[config.mk]
export PLATFORM = sky130hd
export DESIGN_NAME = tl_bram_bridge_flat
export DESIGN_NICKNAME = d
export VERILOG_FILES = /design/src/rtl/tl_bram_bridge_pkg.sv /design/src/rtl/tl_bram_bridge_if.sv /design/src/rtl/tl_bram_bridge_sync_fifo.sv /design/src/rtl/tl_bram_bridge.sv /design/src/flat_wrapper.sv
export SDC_FILE = /design/constraint.sdc
export NUM_CORES = 1
export LEC_CHECK = 0
export CAP_MARGIN = 40
export CORE_MARGIN = 4
export CORE_UTILIZATION = 40
export CTS_CLUSTER_DIAMETER = 30
export DETAILED_ROUTE_END_ITERATION = 10
export GPL_ROUTABILITY_DRIVEN = 1
export HOLD_SLACK_MARGIN = 0.06
export PLACE_DENSITY = 0.75
export RECOVER_POWER = 50
export SLEW_MARGIN = 20
export SYNTH_ARGS = -nofsm -noshare
export SYNTH_HDL_FRONTEND = slang
export SYNTH_SLANG_ARGS = --single-unit
[constraint.sdc]
create_clock -name clk -period 2.8 [get_ports clk]
set_input_delay 0.42 -clock clk [delete_from_list [all_inputs] [get_ports clk]]
set_output_delay 0.42 -clock clk [all_outputs]
set_load 0.01 [all_outputs]
[src/rtl/tl_bram_bridge_pkg.sv]
// tl_bram_pkg: shared types and constants for the TileLink-UL to BRAM bridge.
//   a_opcode_e  request opcodes the bridge accepts
//   d_opcode_e  response opcodes the bridge produces
//   rsp_t       one response-queue entry
//   req_legal() decides whether a request is issued or denied
package tl_bram_pkg;

  localparam int MAX_SIZE          = 3;   // 8-byte beat is the widest transfer
  localparam int MAX_SOURCE_WIDTH  = 8;   // rsp_t carries up to this many ID bits
  localparam int DATA_WIDTH        = 64;
  localparam int MASK_WIDTH        = 8;

  typedef enum logic [2:0] {
    A_PUT_FULL    = 3'd0,
    A_PUT_PARTIAL = 3'd1,
    A_GET         = 3'd4
  } a_opcode_e;

  typedef enum logic [2:0] {
    D_ACCESS_ACK      = 3'd0,
    D_ACCESS_ACK_DATA = 3'd1
  } d_opcode_e;

  typedef struct packed {
    d_opcode_e                   opcode;
    logic [MAX_SOURCE_WIDTH-1:0] source;
    logic                        denied;
    logic [DATA_WIDTH-1:0]       data;
  } rsp_t;

  function automatic logic req_legal(input logic [2:0] opcode, input logic [2:0] size);
    return (size <= 3'(MAX_SIZE)) &&
           (opcode == A_PUT_FULL || opcode == A_PUT_PARTIAL || opcode == A_GET);
  endfunction

endpackage

[src/rtl/tl_bram_bridge_if.sv]
// tl_bram_bridge_if: TileLink-UL A (request) and D (response) channels.
//   master modport: interconnect side (drives A, consumes D)
//   slave  modport: bridge side (consumes A, drives D)
interface tl_bram_bridge_if #(
  parameter int ADDR_WIDTH   = 16,
  parameter int SOURCE_WIDTH = 4
);
  logic                    a_valid;
  logic                    a_ready;
  logic [2:0]              a_opcode;
  logic [2:0]              a_size;
  logic [SOURCE_WIDTH-1:0] a_source;
  logic [ADDR_WIDTH-1:0]   a_address;
  logic [7:0]              a_mask;
  logic [63:0]             a_data;

  logic                    d_valid;
  logic                    d_ready;
  logic [2:0]              d_opcode;
  logic [SOURCE_WIDTH-1:0] d_source;
  logic                    d_denied;
  logic [63:0]             d_data;

  modport master (
    output a_valid, a_opcode, a_size, a_source, a_address, a_mask, a_data, d_ready,
    input  a_ready, d_valid, d_opcode, d_source, d_denied, d_data
  );

  modport slave (
    input  a_valid, a_opcode, a_size, a_source, a_address, a_mask, a_data, d_ready,
    output a_ready, d_valid, d_opcode, d_source, d_denied, d_data
  );
endinterface

[src/rtl/tl_bram_bridge_sync_fifo.sv]
// sync_fifo: single-clock circular FIFO.
//   clk, rst      clock, synchronous active-high reset (empties the queue)
//   push_i        write push_data_i at the tail
//   pop_i         drop the head entry
//   head_o        head entry, read straight from storage; a push into an
//                 empty queue shows up here the following cycle (no bypass)
//   count_o       number of stored entries
module sync_fifo #(
  parameter int WIDTH = 8,
  parameter int DEPTH = 4,
  parameter int CNT_W = $clog2(DEPTH + 1)
) (
  input  logic             clk,
  input  logic             rst,
  input  logic             push_i,
  input  logic [WIDTH-1:0] push_data_i,
  input  logic             pop_i,
  output logic [WIDTH-1:0] head_o,
  output logic [CNT_W-1:0] count_o
);
  localparam int PW = (DEPTH > 1) ? $clog2(DEPTH) : 1;

  logic [WIDTH-1:0] mem_q [DEPTH];
  logic [PW-1:0]    wr_ptr_q, wr_ptr_d;
  logic [PW-1:0]    rd_ptr_q, rd_ptr_d;
  logic [CNT_W-1:0] count_q, count_d;

  function automatic logic [PW-1:0] ptr_inc(input logic [PW-1:0] ptr);
    return (ptr == PW'(DEPTH - 1)) ? '0 : ptr + PW'(1);
  endfunction

  always_comb begin
    wr_ptr_d = wr_ptr_q;
    rd_ptr_d = rd_ptr_q;
    count_d  = count_q;
    if (push_i) wr_ptr_d = ptr_inc(wr_ptr_q);
    if (pop_i)  rd_ptr_d = ptr_inc(rd_ptr_q);
    case ({push_i, pop_i})
      2'b10:   count_d = count_q + CNT_W'(1);
      2'b01:   count_d = count_q - CNT_W'(1);
      default: count_d = count_q;
    endcase
  end

  always_ff @(posedge clk) begin
    if (rst) begin
      wr_ptr_q <= '0;
      rd_ptr_q <= '0;
      count_q  <= '0;
    end else begin
      wr_ptr_q <= wr_ptr_d;
      rd_ptr_q <= rd_ptr_d;
      count_q  <= count_d;
    end
  end

  // Storage needs no reset; count_q alone says which entries are live.
  always_ff @(posedge clk) begin
    if (push_i) mem_q[wr_ptr_q] <= push_data_i;
  end

  assign head_o  = mem_q[rd_ptr_q];
  assign count_o = count_q;

`ifndef SYNTHESIS
  always_ff @(posedge clk) begin
    if (!rst) begin
      assert (!(push_i && !pop_i && count_q == CNT_W'(DEPTH)))
        else $error("sync_fifo: push into a full queue");
      assert (!(pop_i && count_q == '0))
        else $error("sync_fifo: pop from an empty queue");
    end
  end
`endif
endmodule

[src/rtl/tl_bram_bridge.sv]
// tl_bram_bridge: TileLink-UL slave port to 1-cycle-latency BRAM master port.
//   clk, rst     clock, synchronous active-high reset
//   tl           A/D channels (slave modport)
//   bram_addr    byte address, valid while bram_en
//   bram_en      access strobe, asserted in the request accept cycle
//   bram_we      byte write enables (0 for reads)
//   bram_wrdata  write data
//   bram_rddata  read data, one cycle after bram_en
// Requests are issued to the BRAM in their accept cycle; the response is
// assembled one cycle later when read data arrives and queued in order.
// SOURCE_WIDTH must not exceed tl_bram_pkg::MAX_SOURCE_WIDTH.
module tl_bram_bridge
  import tl_bram_pkg::*;
#(
  parameter int ADDR_WIDTH   = 16,
  parameter int SOURCE_WIDTH = 4,
  parameter int RSP_DEPTH    = 4
) (
  input  logic                  clk,
  input  logic                  rst,
  tl_bram_bridge_if.slave       tl,
  output logic [ADDR_WIDTH-1:0] bram_addr,
  output logic                  bram_en,
  output logic [7:0]            bram_we,
  output logic [63:0]           bram_wrdata,
  input  logic [63:0]           bram_rddata
);
  localparam int CW = $clog2(RSP_DEPTH + 1);

  logic                    accept, legal, is_get, issue, pop;
  logic                    inflight_q, inflight_d;
  logic                    cap_get_q, cap_get_d;
  d_opcode_e               cap_opcode_q, cap_opcode_d;
  logic [SOURCE_WIDTH-1:0] cap_source_q, cap_source_d;
  logic                    cap_denied_q, cap_denied_d;
  logic [CW-1:0]           rsp_count;
  logic [CW:0]             credit_used;
  rsp_t                    push_rsp, head_rsp;
  logic                    unused_head_source;

  // Credit counts queued responses plus the one still waiting for read data,
  // so every accepted request has a queue slot reserved. Built only from
  // registers so a_ready has no combinational path from a_* or d_ready.
  assign credit_used = {1'b0, rsp_count} + {{CW{1'b0}}, inflight_q};
  assign tl.a_ready  = !rst && (credit_used < (CW + 1)'(RSP_DEPTH));

  assign accept = tl.a_valid && tl.a_ready;
  assign legal  = req_legal(tl.a_opcode, tl.a_size);
  assign is_get = (tl.a_opcode == A_GET);
  assign issue  = accept && legal;

  assign bram_en     = issue;
  assign bram_we     = (issue && !is_get) ? tl.a_mask : '0;
  assign bram_addr   = tl.a_address;
  assign bram_wrdata = tl.a_data;

  // Only a Get earns AccessAckData; every other opcode, legal or not, is
  // answered with a plain AccessAck.
  always_comb begin
    inflight_d   = accept;
    cap_get_d    = cap_get_q;
    cap_opcode_d = cap_opcode_q;
    cap_source_d = cap_source_q;
    cap_denied_d = cap_denied_q;
    if (accept) begin
      cap_get_d    = legal && is_get;
      cap_opcode_d = is_get ? D_ACCESS_ACK_DATA : D_ACCESS_ACK;
      cap_source_d = tl.a_source;
      cap_denied_d = !legal;
    end
  end

  always_ff @(posedge clk) begin
    if (rst) begin
      inflight_q   <= 1'b0;
      cap_get_q    <= 1'b0;
      cap_opcode_q <= D_ACCESS_ACK;
      cap_source_q <= '0;
      cap_denied_q <= 1'b0;
    end else begin
      inflight_q   <= inflight_d;
      cap_get_q    <= cap_get_d;
      cap_opcode_q <= cap_opcode_d;
      cap_source_q <= cap_source_d;
      cap_denied_q <= cap_denied_d;
    end
  end

  always_comb begin
    push_rsp.opcode = cap_opcode_q;
    push_rsp.source = MAX_SOURCE_WIDTH'(cap_source_q);
    push_rsp.denied = cap_denied_q;
    push_rsp.data   = cap_get_q ? bram_rddata : '0;
  end

  sync_fifo #(
    .WIDTH ($bits(rsp_t)),
    .DEPTH (RSP_DEPTH)
  ) u_rsp_fifo (
    .clk         (clk),
    .rst         (rst),
    .push_i      (inflight_q),
    .push_data_i (push_rsp),
    .pop_i       (pop),
    .head_o      (head_rsp),
    .count_o     (rsp_count)
  );

  // Response fields are forced to zero while idle so stale queue storage
  // never leaks onto the D channel.
  assign tl.d_valid  = (rsp_count != '0);
  assign pop         = tl.d_valid && tl.d_ready;
  assign tl.d_opcode = tl.d_valid ? head_rsp.opcode : D_ACCESS_ACK;
  assign tl.d_source = tl.d_valid ? head_rsp.source[SOURCE_WIDTH-1:0] : '0;
  assign tl.d_denied = tl.d_valid && head_rsp.denied;
  assign tl.d_data   = tl.d_valid ? head_rsp.data : '0;

  assign unused_head_source = ^head_rsp.source;
endmodule

[src/flat_wrapper.sv]
// flat-port wrapper written by rule: the top's interface ports become plain ports
module tl_bram_bridge_flat import tl_bram_pkg::*;
#(
  parameter int ADDR_WIDTH   = 16,
  parameter int SOURCE_WIDTH = 4,
  parameter int RSP_DEPTH    = 4
)
  (clk, rst, bram_addr, bram_en, bram_we, bram_wrdata, bram_rddata, tl_a_valid, tl_a_opcode, tl_a_size, tl_a_source, tl_a_address, tl_a_mask, tl_a_data, tl_d_ready, tl_a_ready, tl_d_valid, tl_d_opcode, tl_d_source, tl_d_denied, tl_d_data);
  tl_bram_bridge_if #(.ADDR_WIDTH(ADDR_WIDTH), .SOURCE_WIDTH(SOURCE_WIDTH)) tl_i ();
  input  logic clk;
  input  logic rst;
  output logic [ADDR_WIDTH-1:0] bram_addr;
  output logic bram_en;
  output logic [7:0] bram_we;
  output logic [63:0] bram_wrdata;
  input  logic [63:0] bram_rddata;
  input wire logic [$bits(tl_i.a_valid)-1:0] tl_a_valid;
  input wire logic [$bits(tl_i.a_opcode)-1:0] tl_a_opcode;
  input wire logic [$bits(tl_i.a_size)-1:0] tl_a_size;
  input wire logic [$bits(tl_i.a_source)-1:0] tl_a_source;
  input wire logic [$bits(tl_i.a_address)-1:0] tl_a_address;
  input wire logic [$bits(tl_i.a_mask)-1:0] tl_a_mask;
  input wire logic [$bits(tl_i.a_data)-1:0] tl_a_data;
  input wire logic [$bits(tl_i.d_ready)-1:0] tl_d_ready;
  output wire logic [$bits(tl_i.a_ready)-1:0] tl_a_ready;
  output wire logic [$bits(tl_i.d_valid)-1:0] tl_d_valid;
  output wire logic [$bits(tl_i.d_opcode)-1:0] tl_d_opcode;
  output wire logic [$bits(tl_i.d_source)-1:0] tl_d_source;
  output wire logic [$bits(tl_i.d_denied)-1:0] tl_d_denied;
  output wire logic [$bits(tl_i.d_data)-1:0] tl_d_data;
  assign tl_i.a_valid = tl_a_valid;
  assign tl_i.a_opcode = tl_a_opcode;
  assign tl_i.a_size = tl_a_size;
  assign tl_i.a_source = tl_a_source;
  assign tl_i.a_address = tl_a_address;
  assign tl_i.a_mask = tl_a_mask;
  assign tl_i.a_data = tl_a_data;
  assign tl_i.d_ready = tl_d_ready;
  assign tl_a_ready = tl_i.a_ready;
  assign tl_d_valid = tl_i.d_valid;
  assign tl_d_opcode = tl_i.d_opcode;
  assign tl_d_source = tl_i.d_source;
  assign tl_d_denied = tl_i.d_denied;
  assign tl_d_data = tl_i.d_data;
  tl_bram_bridge #(.ADDR_WIDTH(ADDR_WIDTH), .SOURCE_WIDTH(SOURCE_WIDTH), .RSP_DEPTH(RSP_DEPTH)) u_core (.clk(clk), .rst(rst), .tl(tl_i), .bram_addr(bram_addr), .bram_en(bram_en), .bram_we(bram_we), .bram_wrdata(bram_wrdata), .bram_rddata(bram_rddata));
endmodule
---- After elaboration in Yosys (flattened, before gate mapping) ----
Memory sizes are Yosys's and may differ from the RTL's. A register that Yosys moved wholly into a read port is not among the register bits.
Cells that the tools add are included.
operators by class
  muxes and demuxes ....................... 13
  reductions and logical operators ........ 16
  add/sub/neg operators ................... 5
  magnitude comparators ................... 2
  equality and inequality tests ........... 6
operators with widths
  kind                                                                          number
  64-bit 2-to-1 mux                                                             2
  1-bit logical AND                                                             8
  2-bit 2-to-1 mux                                                              4
  8-bit 2-to-1 mux                                                              1
  2-bit equality test, second input constant                                    3
  3-bit case mux with 2 select lines                                            1
  2-bit by 1-bit adder with 2-bit output, second input constant                 2
  3-bit by 1-bit adder with 4-bit output                                        1
  4-bit by 3-bit less-than comparator with 1-bit output, second input constant  1
  4-bit 2-to-1 mux                                                              1
  3-bit by 1-bit adder with 3-bit output, second input constant                 1
  3-bit by 1-bit equality test with 1-bit output, second input constant         1
  3-bit equality test, second input constant                                    1
  3-bit by 2-bit <= comparator with 1-bit output, second input constant         1
  1-bit zero test                                                               3
  3-bit zero test                                                               1
  1-bit 2-to-1 mux                                                              3
  3-bit 2-to-1 mux                                                              1
  3-bit nonzero test                                                            1
  3-bit by 1-bit subtractor with 3-bit output, second input constant            1
  2-bit by 1-bit equality test with 1-bit output, second input constant         1
  1-bit logical OR                                                              2
  2-bit nonzero test                                                            1
storage, ports and cells
  memories ................................ 1
  register bits after elaboration ......... 17
  memory bits (writable) .................. 288
  output and inout bits ................... 163
  input port bits ......................... 166
  logic and storage cells ................. 51
memory list
  name                     depth  bits a word  rd ports  clocked after memory_dff  wr ports  line                            text
  u_core.u_rsp_fifo.mem_q  4      72           1         1                         1         tl_bram_bridge_sync_fifo.sv:23  logic [WIDTH-1:0] mem_q [DEPTH];

---- Depth between registers and ports, before layout ----
Gate-level depths: netlist (run 1).
  depth after elaboration ................. 7
  mapped depth ............................ 8
  depth with buffers taken out ............ 8

---- Cells and area by module ----
From an unflattened synthesis (run 1), not the netlist that was laid out.
second synthesis, totals
  cells, all modules ...................... 717
  area, all modules ....................... 13366.6 sq um
by module, submodules not included
  module          instances  seq. area each (sq um)  cells each  area each (sq um)
  sync_fifo       1          9308.9                  439         11437.2
  tl_bram_bridge  1          160.2                   278         1929.4

---- Worst setup path after synthesis (run 1) ----
Ideal clock, no wire load.
  path kind ............................... reg-to-reg
  start point ............................. register u_core.u_rsp_fifo.wr_ptr_q[0]
  end point ............................... memory u_core.u_rsp_fifo.mem_q[3][0] in the netlist's numbering, enable pin
  setup time .............................. 435 ps
  period minus slack after synthesis ...... 2625 ps
  stages on the path, launching flop included .. 3
  setup slack ............................. 175 ps
  required time ........................... 2365 ps
  arrival ................................. 2189 ps
  buffers on the path ..................... 0
  cell sequence ........................... dfxtp_1 ha_1 and2_1
RTL lines
  element                 line                            text
  from (decl)             tl_bram_bridge_sync_fifo.sv:24  logic [PW-1:0] wr_ptr_q, wr_ptr_d;
  from (signal assigned)  tl_bram_bridge_sync_fifo.sv:51  wr_ptr_q <= wr_ptr_d;
  to (decl)               tl_bram_bridge_sync_fifo.sv:23
Straight into the memory's write port.

==> results.sh, run 1 <==
export IMPL_status="completed"
export IMPL_vias=6410
export IMPL_critical_path_max_stage_delay_ns=0.49
export IMPL_startpoint_type="register"
export IMPL_min_from="tl_a_source[3]"
export IMPL_drt_wl_total_um=26500
export IMPL_cts_tree="done"
export IMPL_async_reset_ff_share_pct=0
export IMPL_critPathBufInv=3
export IMPL_syn_area_per_cell_um2=18.1
export IMPL_ys_seq_area_share_pct=69.8
export IMPL_maxSlewHeadroom_pct=3.33
export IMPL_cts_buffer_depth=3
export IMPL_final_max_slew_violation_count=0
export IMPL_drtIter0Drc=391
export IMPL_cts_htree_levels=2
export IMPL_yosys_warnings=0
export IMPL_rsz0062_at_grt="false"
export IMPL_yosysTopAreaCell="edfxtp_1"
export IMPL_synth_cells=692
export IMPL_syn_to_final_growth_pct=31.5
export IMPL_combinationalPowerShare_pct=23.3
export IMPL_antenna_left=0
export IMPL_worst_pin_slew_ns=1.45
export IMPL_hp_class="in -> reg"
export IMPL_irDropWorstVdd_uv=794
export IMPL_clockRootBuffer="clkbuf_16"
export IMPL_clk_pin_slew_ns=0.05
export IMPL_netSwitchingFraction_pct=25.2
export IMPL_report_final_hold_viol_count=0
export IMPL_grt_pass1_vias=6805
export IMPL_worst_hold_slack_ns=0.464
export IMPL_p_per_area_nw_per_um2=937
export IMPL_slowest_stage="mux4_2"
export IMPL_die_area_um2=34200
export IMPL_grt_pass1_wl_um=37600
export IMPL_routabilityCongestion=0.685
export IMPL_crit_path_frequent_cell="buf_12"
export IMPL_post_route_drc_count=0
export IMPL_r2r_start="u_core.u_rsp_fifo.wr_ptr_q[1]"
export IMPL_ios=329
export IMPL_synth_top_area_share_pct=67.1
export IMPL_cts_sinks=297
export IMPL_hpwl_um=14600
export IMPL_crit_family="buffers and inverters"
export IMPL_final_cell_mix="edfxtp_1, and2_1, clkdlybuf4s50_1, mux4_2, dlymetal6s2s_1"
export IMPL_fmaxAchievable_mhz=366
export IMPL_antenna_found_initial=0
export IMPL_nets=1009
export IMPL_avgRoutedWirePerCell_um=20.7
export IMPL_synth_cell_types=31
export IMPL_cp_required_ns=2.38
export IMPL_leakage_nw=6.53
export IMPL_fin_crit_sh_pct=97.5
export IMPL_final_common_cell="edfxtp_1"
export IMPL_skew_ns=0.0158
export IMPL_core_area_um2=30700
export IMPL_synth_ff_type="edfxtp_1"
export IMPL_worstSkewPairLatency_ns=0.54
export IMPL_path_cells="buf_12, buf_12, mux4_2, and2_1, clkdlybuf4s50_1"
export IMPL_power_internal_mw=11.5
export IMPL_grt_max_degree=71
export IMPL_antenna_cells=0
export IMPL_syn_area_um2=12500
export IMPL_postLayoutCoreUtil_pct=53.6
export IMPL_final_layout_size_suffix_gt1_share_pct=23.6
export IMPL_grt_ovfl_total=0
export IMPL_ys_ff_latch=297
export IMPL_power_net_switching_mw=3.89
export IMPL_die_h_um=185
export IMPL_track_usage_pct=14.1
export IMPL_synth_edf_count=280
export IMPL_port_buffers=164
export IMPL_numCtsBuffers=57
export IMPL_initial_core_util_pct=40.8
export IMPL_ys_top_cells_by_area="edfxtp_1, mux4_2, and2_1"
export IMPL_p_seq_share_pct=33.3
export IMPL_maxCapViolCount=0
export IMPL_power_share_clock_pct=43.4
export IMPL_row_count=64
export IMPL_setup_viol=0
export IMPL_die_w_um=185
export IMPL_crit_path_max_fanout=8
export IMPL_crit_path_end_kind="output pin"
export IMPL_dr_pass1_iters=4
export IMPL_period_minus_slack_ns=2.73
export IMPL_viasPerCell=5.01
export IMPL_worstPathArrival_ns=2.31
export IMPL_path_class="reg -> out"
==> per-stage QoR <==
stage / worst slack [ns] / std cells / power (mW) / TNS [ns] / instance area, µm²
after detailed placement: 0.222 / 1154 / 8.51 / 0 / 14100
after global routing: 0.00216 / 1279 / 16.1 / 0 / 16500
after CTS: -0.125 / 1260 / 15.3 / -5.77 / 16000
final: 0.0691 / 1279 / 15.4 / 0 / 16500
after global placement: 0.260 / 1154 / 8.48 / 0 / 14100
after floorplan: 0.175 / 693 / 7.18 / 0 / 12500
==> power groups by stage <==
stage	combinational [mW]	sequential, mW	clock, mW
floorplan	2.00	5.18	0
global placement	3.28	5.20	0
detailed placement	3.29	5.21	0
CTS	3.31	5.13	6.84
global route	3.89	5.15	7.06
finish	3.60	5.13	6.70
==> worst min-delay path: cells and delay by family <==
family          cells  cell delay, ns
simple gates        1            0.06
compound gates      1            0.07
buf+inv             1            0.40
==> cell usage after synthesis, drive strengths merged (2+ instances only) <==
cell / count
mux4: 70
inv: 7
edfxtp: 280
buf: 100
or3: 3
a21oi: 5
clkbuf: 17
nand2b: 6
and2: 147
o21ai: 7
xor2: 2
nor3b: 2
mux2i: 2
nor2: 6
ha: 6
dfxtp: 17
nand3: 5
==> cells by family (layout without fill, tap and decap cells) <==
group | count (synthesis) | in the layout | synth area share, %
DFF | 297 | 297 | 69.8
and+or+nand+nor | 174 | 174 | 8.58
adders and majority gates | 7 | 7 | 0.759
AOI/OAI and AO/OA | 15 | 15 | 0.719
buffers and inverters | 124 | 314 | 7.25
muxes | 72 | 72 | 12.7
xor gates and xnor gates | 2 | 2 | 0.140
other | 1 | 2 | 0.0299
==> path summary, 6_finish.rpt <==
check / depth (start not counted) / slack [ns] / to
hold / removal: 3 / 0.46 / u_core.cap_source_q[3]
setup / recovery: 5 / 0.07 / tl_d_data[34]
hold reg to reg: 2 / 0.51 / register
setup reg to reg: 4 / 0.33 / u_core.u_rsp_fifo.mem_q[1][56]
==> sequential cells by signal (all words and copies together) (netlist names), named ones only <==
name,cells
u_core.inflight_q,1
u_core.cap_get_q,1
u_core.u_rsp_fifo.wr_ptr_q,2
u_core.cap_source_q,4
u_core.u_rsp_fifo.mem_q,280
u_core.u_rsp_fifo.rd_ptr_q,2
u_core.cap_opcode_q,1
u_core.u_rsp_fifo.count_o,3
u_core.cap_denied_q,1
==> layout make-up <==
class	instances	area, µm²
inverter	7	26.3
clock buffer	68	1540
sequential	297	8760
fill	2429	14300
tap	396	495
multi-input combinational	272	2890
clock inverter	38	417
timing repair buffer	201	2350
==> metal layers <==
metal | vias to the layer above | global-route usage (%) | share of wire [%]
li1 | 2847 | - | -
met2 | 261 | 23.3 | 49
met4 | 0 | 4.40 | 2.3
met3 | 49 | 4.01 | 6.2
met5 | - | 0 | 0
met1 | 3253 | 18.2 | 43
==> repair_timing <==
action                     in CTS  in global routing
setup endpoints to repair      70                 70
cloned                          0                  8
hold buffers                    0                  0
setup buffers                   0                 11
hold endpoints to repair        0                  0
resized for setup               0                 76
pin swaps                       0                  0
No activity file was read; power rests on OpenSTA's default activity.
==> inputs of run 2 (changes only) <==
CTS_BUF_LIST = sky130_fd_sc_hd__clkbuf_16   (was default)
PLACE_DENSITY = 0.78   (was 0.75)
SLEW_MARGIN = 10   (was 20)
==> results.sh, run 2 (same netlist as run 1, synthesis figures left out) <==
export IMPL_routabilityCongestion=0.748
export IMPL_initial_core_util_pct=40.8
export IMPL_cts_sinks=297
export IMPL_die_w_um=185
export IMPL_die_h_um=185
export IMPL_largest_register_ffs=280
export IMPL_maxCapViolCount=0
export IMPL_hp_class="in -> reg"
export IMPL_viasPerCell=4.99
export IMPL_period_minus_slack_ns=2.70
export IMPL_ios=329
export IMPL_avgRoutedWirePerCell_um=20.7
export IMPL_hpwl_um=15100
export IMPL_vias=6399
export IMPL_status="completed"
export IMPL_report_final_hold_viol_count=0
export IMPL_drt_wl_total_um=26500
export IMPL_fmaxAchievable_mhz=370
export IMPL_setup_viol=0
export IMPL_core_area_um2=30700
export IMPL_final_max_slew_violation_count=0
export IMPL_worstSkewPairLatency_ns=0.55
export IMPL_syn_to_final_growth_pct=30.1
export IMPL_rsz0062_at_grt="false"
export IMPL_grt_pass1_wl_um=39400
export IMPL_row_count=64
export IMPL_cts_htree_levels=2
export IMPL_irDropWorstVdd_uv=626
export IMPL_grt_max_degree=71
export IMPL_grt_pass1_vias=7039
export IMPL_cts_buffer_depth=3
export IMPL_crit_path_max_fanout=11
export IMPL_largest_register="u_core.u_rsp_fifo.mem_q"
export IMPL_dr_pass1_iters=4
export IMPL_postPlaceCellArea_um2=14100
export IMPL_crit_path_end_kind="output pin"
export IMPL_path_class="reg -> out"
export IMPL_skew_ns=0.0221
export IMPL_fin_crit_sh_pct=96.5
export IMPL_p_per_area_nw_per_um2=921
export IMPL_clk_pin_slew_ns=0.05
export IMPL_die_area_um2=34200
export IMPL_fill_cells=2431
export IMPL_final_layout_size_suffix_gt1_share_pct=23.9
export IMPL_drtIter0Drc=367
export IMPL_leakage_nw=6.32
export IMPL_hold_depth=3
export IMPL_startpoint_type="register"
export IMPL_cp_required_ns=2.38
export IMPL_nets=1012
export IMPL_antenna_left=0
export IMPL_worst_pin_slew_ns=1.35
export IMPL_finalSetupTns_ns=0
export IMPL_numCtsBuffers=57
export IMPL_worstPathArrival_ns=2.28
export IMPL_maxSlewHeadroom_pct=9.91
export IMPL_post_route_drc_count=0
export IMPL_port_buffers=164
export IMPL_final_cell_mix="edfxtp_1, clkdlybuf4s50_1, and2_1, mux4_2, and2_0"
export IMPL_cts_tree="done"
export IMPL_pre_cts_slack_ns=0.222
export IMPL_grt_ovfl_total=0
export IMPL_finalWorstSetupSlack_ns=0.0987
export IMPL_hold_buffers=0
export IMPL_track_usage_pct=15.0
export IMPL_antenna_found_initial=0
export IMPL_clockRootBuffer="clkbuf_16"
export IMPL_design_area_um2=16300
export IMPL_r2r_cells=4
export IMPL_final_common_cell="edfxtp_1"
export IMPL_worst_hold_slack_ns=0.442
run 2: layout make-up:
class / instances / area (µm²) / area share (%)
clock inverter: 47 / 368 / 2.25
tap: 396 / 495 / 3.04
timing repair buffer: 203 / 2290 / 14.0
inverter: 7 / 26.3 / 0.161
sequential: 297 / 8760 / 53.7
multi-input combinational: 273 / 2900 / 17.8
antenna: 1 / 2.50 / 0.0153
clock buffer: 59 / 1480 / 9.05
run 2: path summary, 6_finish.rpt:
check / to / slack, ns / startpoint
min reg2reg: u_core.u_rsp_fifo.mem_q[3][65] / 0.51 / u_core.cap_source_q[0]
max reg2reg: u_core.u_rsp_fifo.mem_q[2][48] / 0.40 / u_core.u_rsp_fifo.wr_ptr_q[0]
max: tl_d_data[15] / 0.1 / register
min: u_core.cap_source_q[0] / 0.44 / tl_a_source[0]
run 2: power breakdown:
part | internal [mW] | switching [mW] | total [mW] | leakage (nW)
Sequential | 5.05 | 0.119 | 5.17 | 2.68
Combinational | 2.02 | 1.54 | 3.56 | 2.74
Clock | 4.10 | 2.20 | 6.30 | 0.900
run 2: repair_timing:
action                     CTS  global route
pin swaps                    0             1
gates cloned                 1             3
setup endpoints to repair   70            62
buffers inserted             3            12
gates resized for setup     16            61
run 2: worst max-delay path: stages (launching register included):
cell           delay [ns]
dfxtp_4              0.38
buf_6                0.14
buf_16               0.15
buf_4                0.12
mux4_2               0.50
and2_1               0.17
dlygate4sd2_1        0.28
run 2: metal layers:
metal / share of wire [%] / GRT usage [%]
met5: 0 / 0
met4: 2.1 / 4.73
met3: 7.6 / 4.20
met2: 50 / 25.0
met1: 41 / 19.2
run 2: stage by stage:
stage / instances / power, mW / utilization [%]
after floorplan: 693 / 7.18 / -
after global placement: 1157 / 8.64 / 46.0
after detailed placement: 1157 / 8.69 / 46.0
after CTS: 1267 / 15.1 / 52.0
after global routing: 1282 / 15.7 / 53.0
final: 1283 / 15.0 / 53.1
==> inputs of run 3 (changes only) <==
CORE_UTILIZATION = 25   (was 40)
PLACE_DENSITY = 0.56   (was 0.78)
==> results.sh, run 3 (same netlist as run 1, synthesis figures left out) <==
export IMPL_routabilityCongestion=0.681
export IMPL_period_minus_slack_ns=2.71
export IMPL_rsz0062_at_grt="true"
export IMPL_cts_htree_levels=3
export IMPL_grt_pass1_vias=7251
export IMPL_core_area_um2=49300
export IMPL_grt_busiest_layer="met2"
export IMPL_skew_ns=0.0139
export IMPL_port_buffers=164
export IMPL_violations="capacitance limit"
export IMPL_cts_tree="done"
export IMPL_grt_use_met2_pct=17.6
export IMPL_worstPathArrival_ns=2.29
export IMPL_leakage_nw=6.05
export IMPL_finalWorstSetupSlack_ns=0.0945
export IMPL_drt_wl_total_um=30300
export IMPL_vias=6559
export IMPL_crit_path_end_kind="output pin"
export IMPL_track_usage_pct=11.0
export IMPL_hold_buffers=0
export IMPL_irDropWorstVdd_uv=318
export IMPL_design_area_um2=17100
export IMPL_largest_register="u_core.u_rsp_fifo.mem_q"
export IMPL_dp_cells=1423
export IMPL_dr_pass1_iters=4
export IMPL_p_per_area_nw_per_um2=964
export IMPL_crit_path_max_fanout=5
export IMPL_pre_cts_slack_ns=0.191
export IMPL_report_final_hold_viol_count=0
export IMPL_maxCapViolCount=1
export IMPL_reg2reg_slack_ns=0.65
export IMPL_numCtsBuffers=70
export IMPL_grt_ovfl_total=0
export IMPL_worst_pin_slew_ns=1.50
export IMPL_final_cells=1575
export IMPL_antenna_left=0
export IMPL_syn_to_final_growth_pct=36.7
export IMPL_nets=1032
export IMPL_final_layout_size_suffix_gt1_share_pct=26.3
export IMPL_final_cell_mix="edfxtp_1, and2_1, clkdlybuf4s50_1, clkbuf_16, mux4_2"
export IMPL_total_power_mw=16.5
export IMPL_die_w_um=232
export IMPL_antenna_found_initial=2
export IMPL_largest_register_ffs=280
export IMPL_cp_required_ns=2.38
export IMPL_viasPerCell=4.16
export IMPL_use_met1_pct=13.5
export IMPL_avgRoutedWirePerCell_um=19.3
export IMPL_grt_pass1_wl_um=44200
export IMPL_die_h_um=232
export IMPL_die_area_um2=53800
export IMPL_grt_max_degree=72
export IMPL_maxSlewHeadroom_pct=0.0151
export IMPL_final_max_slew_violation_count=0
export IMPL_status="complete, but fails checks"
export IMPL_post_route_drc_count=0
export IMPL_initial_core_util_pct=25.5
export IMPL_final_common_cell="edfxtp_1"
export IMPL_gr_usage_met3_pct=4.55
export IMPL_startpoint_type="register"
export IMPL_clockRootBuffer="clkbuf_16"
export IMPL_worstSkewPairLatency_ns=0.57
export IMPL_hpwl_um=17200
export IMPL_cts_sinks=297
export IMPL_path_class="reg -> out"
export IMPL_row_count=81
export IMPL_cts_buffer_depth=3
export IMPL_fmaxAchievable_mhz=370
export IMPL_postPlaceCellArea_um2=14400
export IMPL_ios=329
export IMPL_setup_viol=0
export IMPL_antenna_cells=0
export IMPL_fin_crit_sh_pct=96.6
export IMPL_clk_pin_slew_ns=0.04
export IMPL_finalSetupTns_ns=0
export IMPL_drtIter0Drc=343
export IMPL_hp_class="in -> reg"
## run 3: changes by cell type in the layout (fill, tap and decap cells not counted), moves of 5 or more
cell	delta
clkdlybuf4s15_1	+7
inv_6	-6
bufinv_16	+5
clkdlybuf4s15_2	+8
buf_16	+5
dlygate4sd2_1	+33
dlymetal6s2s_1	-49
and2_1	+47
and2_0	-51
clkbuf_16	+12
clkinvlp_4	-5
clkinv_4	-5
clkinv_1	+7
## run 3: repair_timing
action                                  in CTS  in global routing
buffers inserted                             9                 13
endpoints found under the setup margin      70                 27
pin swaps                                    0                  2
gates cloned                                 5                  2
gates resized for setup                    105                 12
## run 3: layout make-up
cell class / count / area (µm²)
Clock inverter: 52 / 520
Fill cell: 4736 / 32100
Timing Repair Buffer: 211 / 2280
Tap cell: 664 / 831
Inverter: 7 / 26.3
Clock buffer: 72 / 1800
Multi-Input combinational cell: 272 / 2910
Sequential cell: 297 / 8760
## run 3: worst paths after layout
check	start	end	cells after the start
min reg2reg	u_core.cap_source_q[0]	u_core.u_rsp_fifo.mem_q[1][65]	0
min	tl_a_source[3]	u_core.cap_source_q[3]	3
max	register	tl_d_data[60]	5
max reg2reg	u_core.u_rsp_fifo.count_o[1]	u_core.u_rsp_fifo.count_o[2]	8
## run 3: critical path: stages (launching register included)
cell,delay [ns]
dfxtp_4,0.43
buf_12,0.17
clkbuf_16,0.18
mux4_2,0.50
and2_1,0.17
dlygate4sd2_1,0.27
## run 3: routing by layer
| metal | share of wire [%] | routed length, µm |
|---|---|---|
| met4 | 1.8 | 557 |
| met2 | 48 | 14400 |
| met1 | 42 | 12800 |
| met5 | 0.16 | 49 |
| met3 | 8.1 | 2460 |
## run 3: where the power goes
part | internal, mW | switching, mW
clock | 5.36 | 2.41
sequential | 5.05 | 0.115
combinational | 1.94 | 1.64
total | 12.4 | 4.16
## run 3: metrics by stage
stage	util (%)	hold WS, ns
5_1_grt	34.8	0.528
3_5_place_dp	29.3	0.487
2_1_floorplan	-	0.447
3_3_place_gp	29.3	0.475
6_report	34.8	0.501
4_1_cts	34.5	0.449
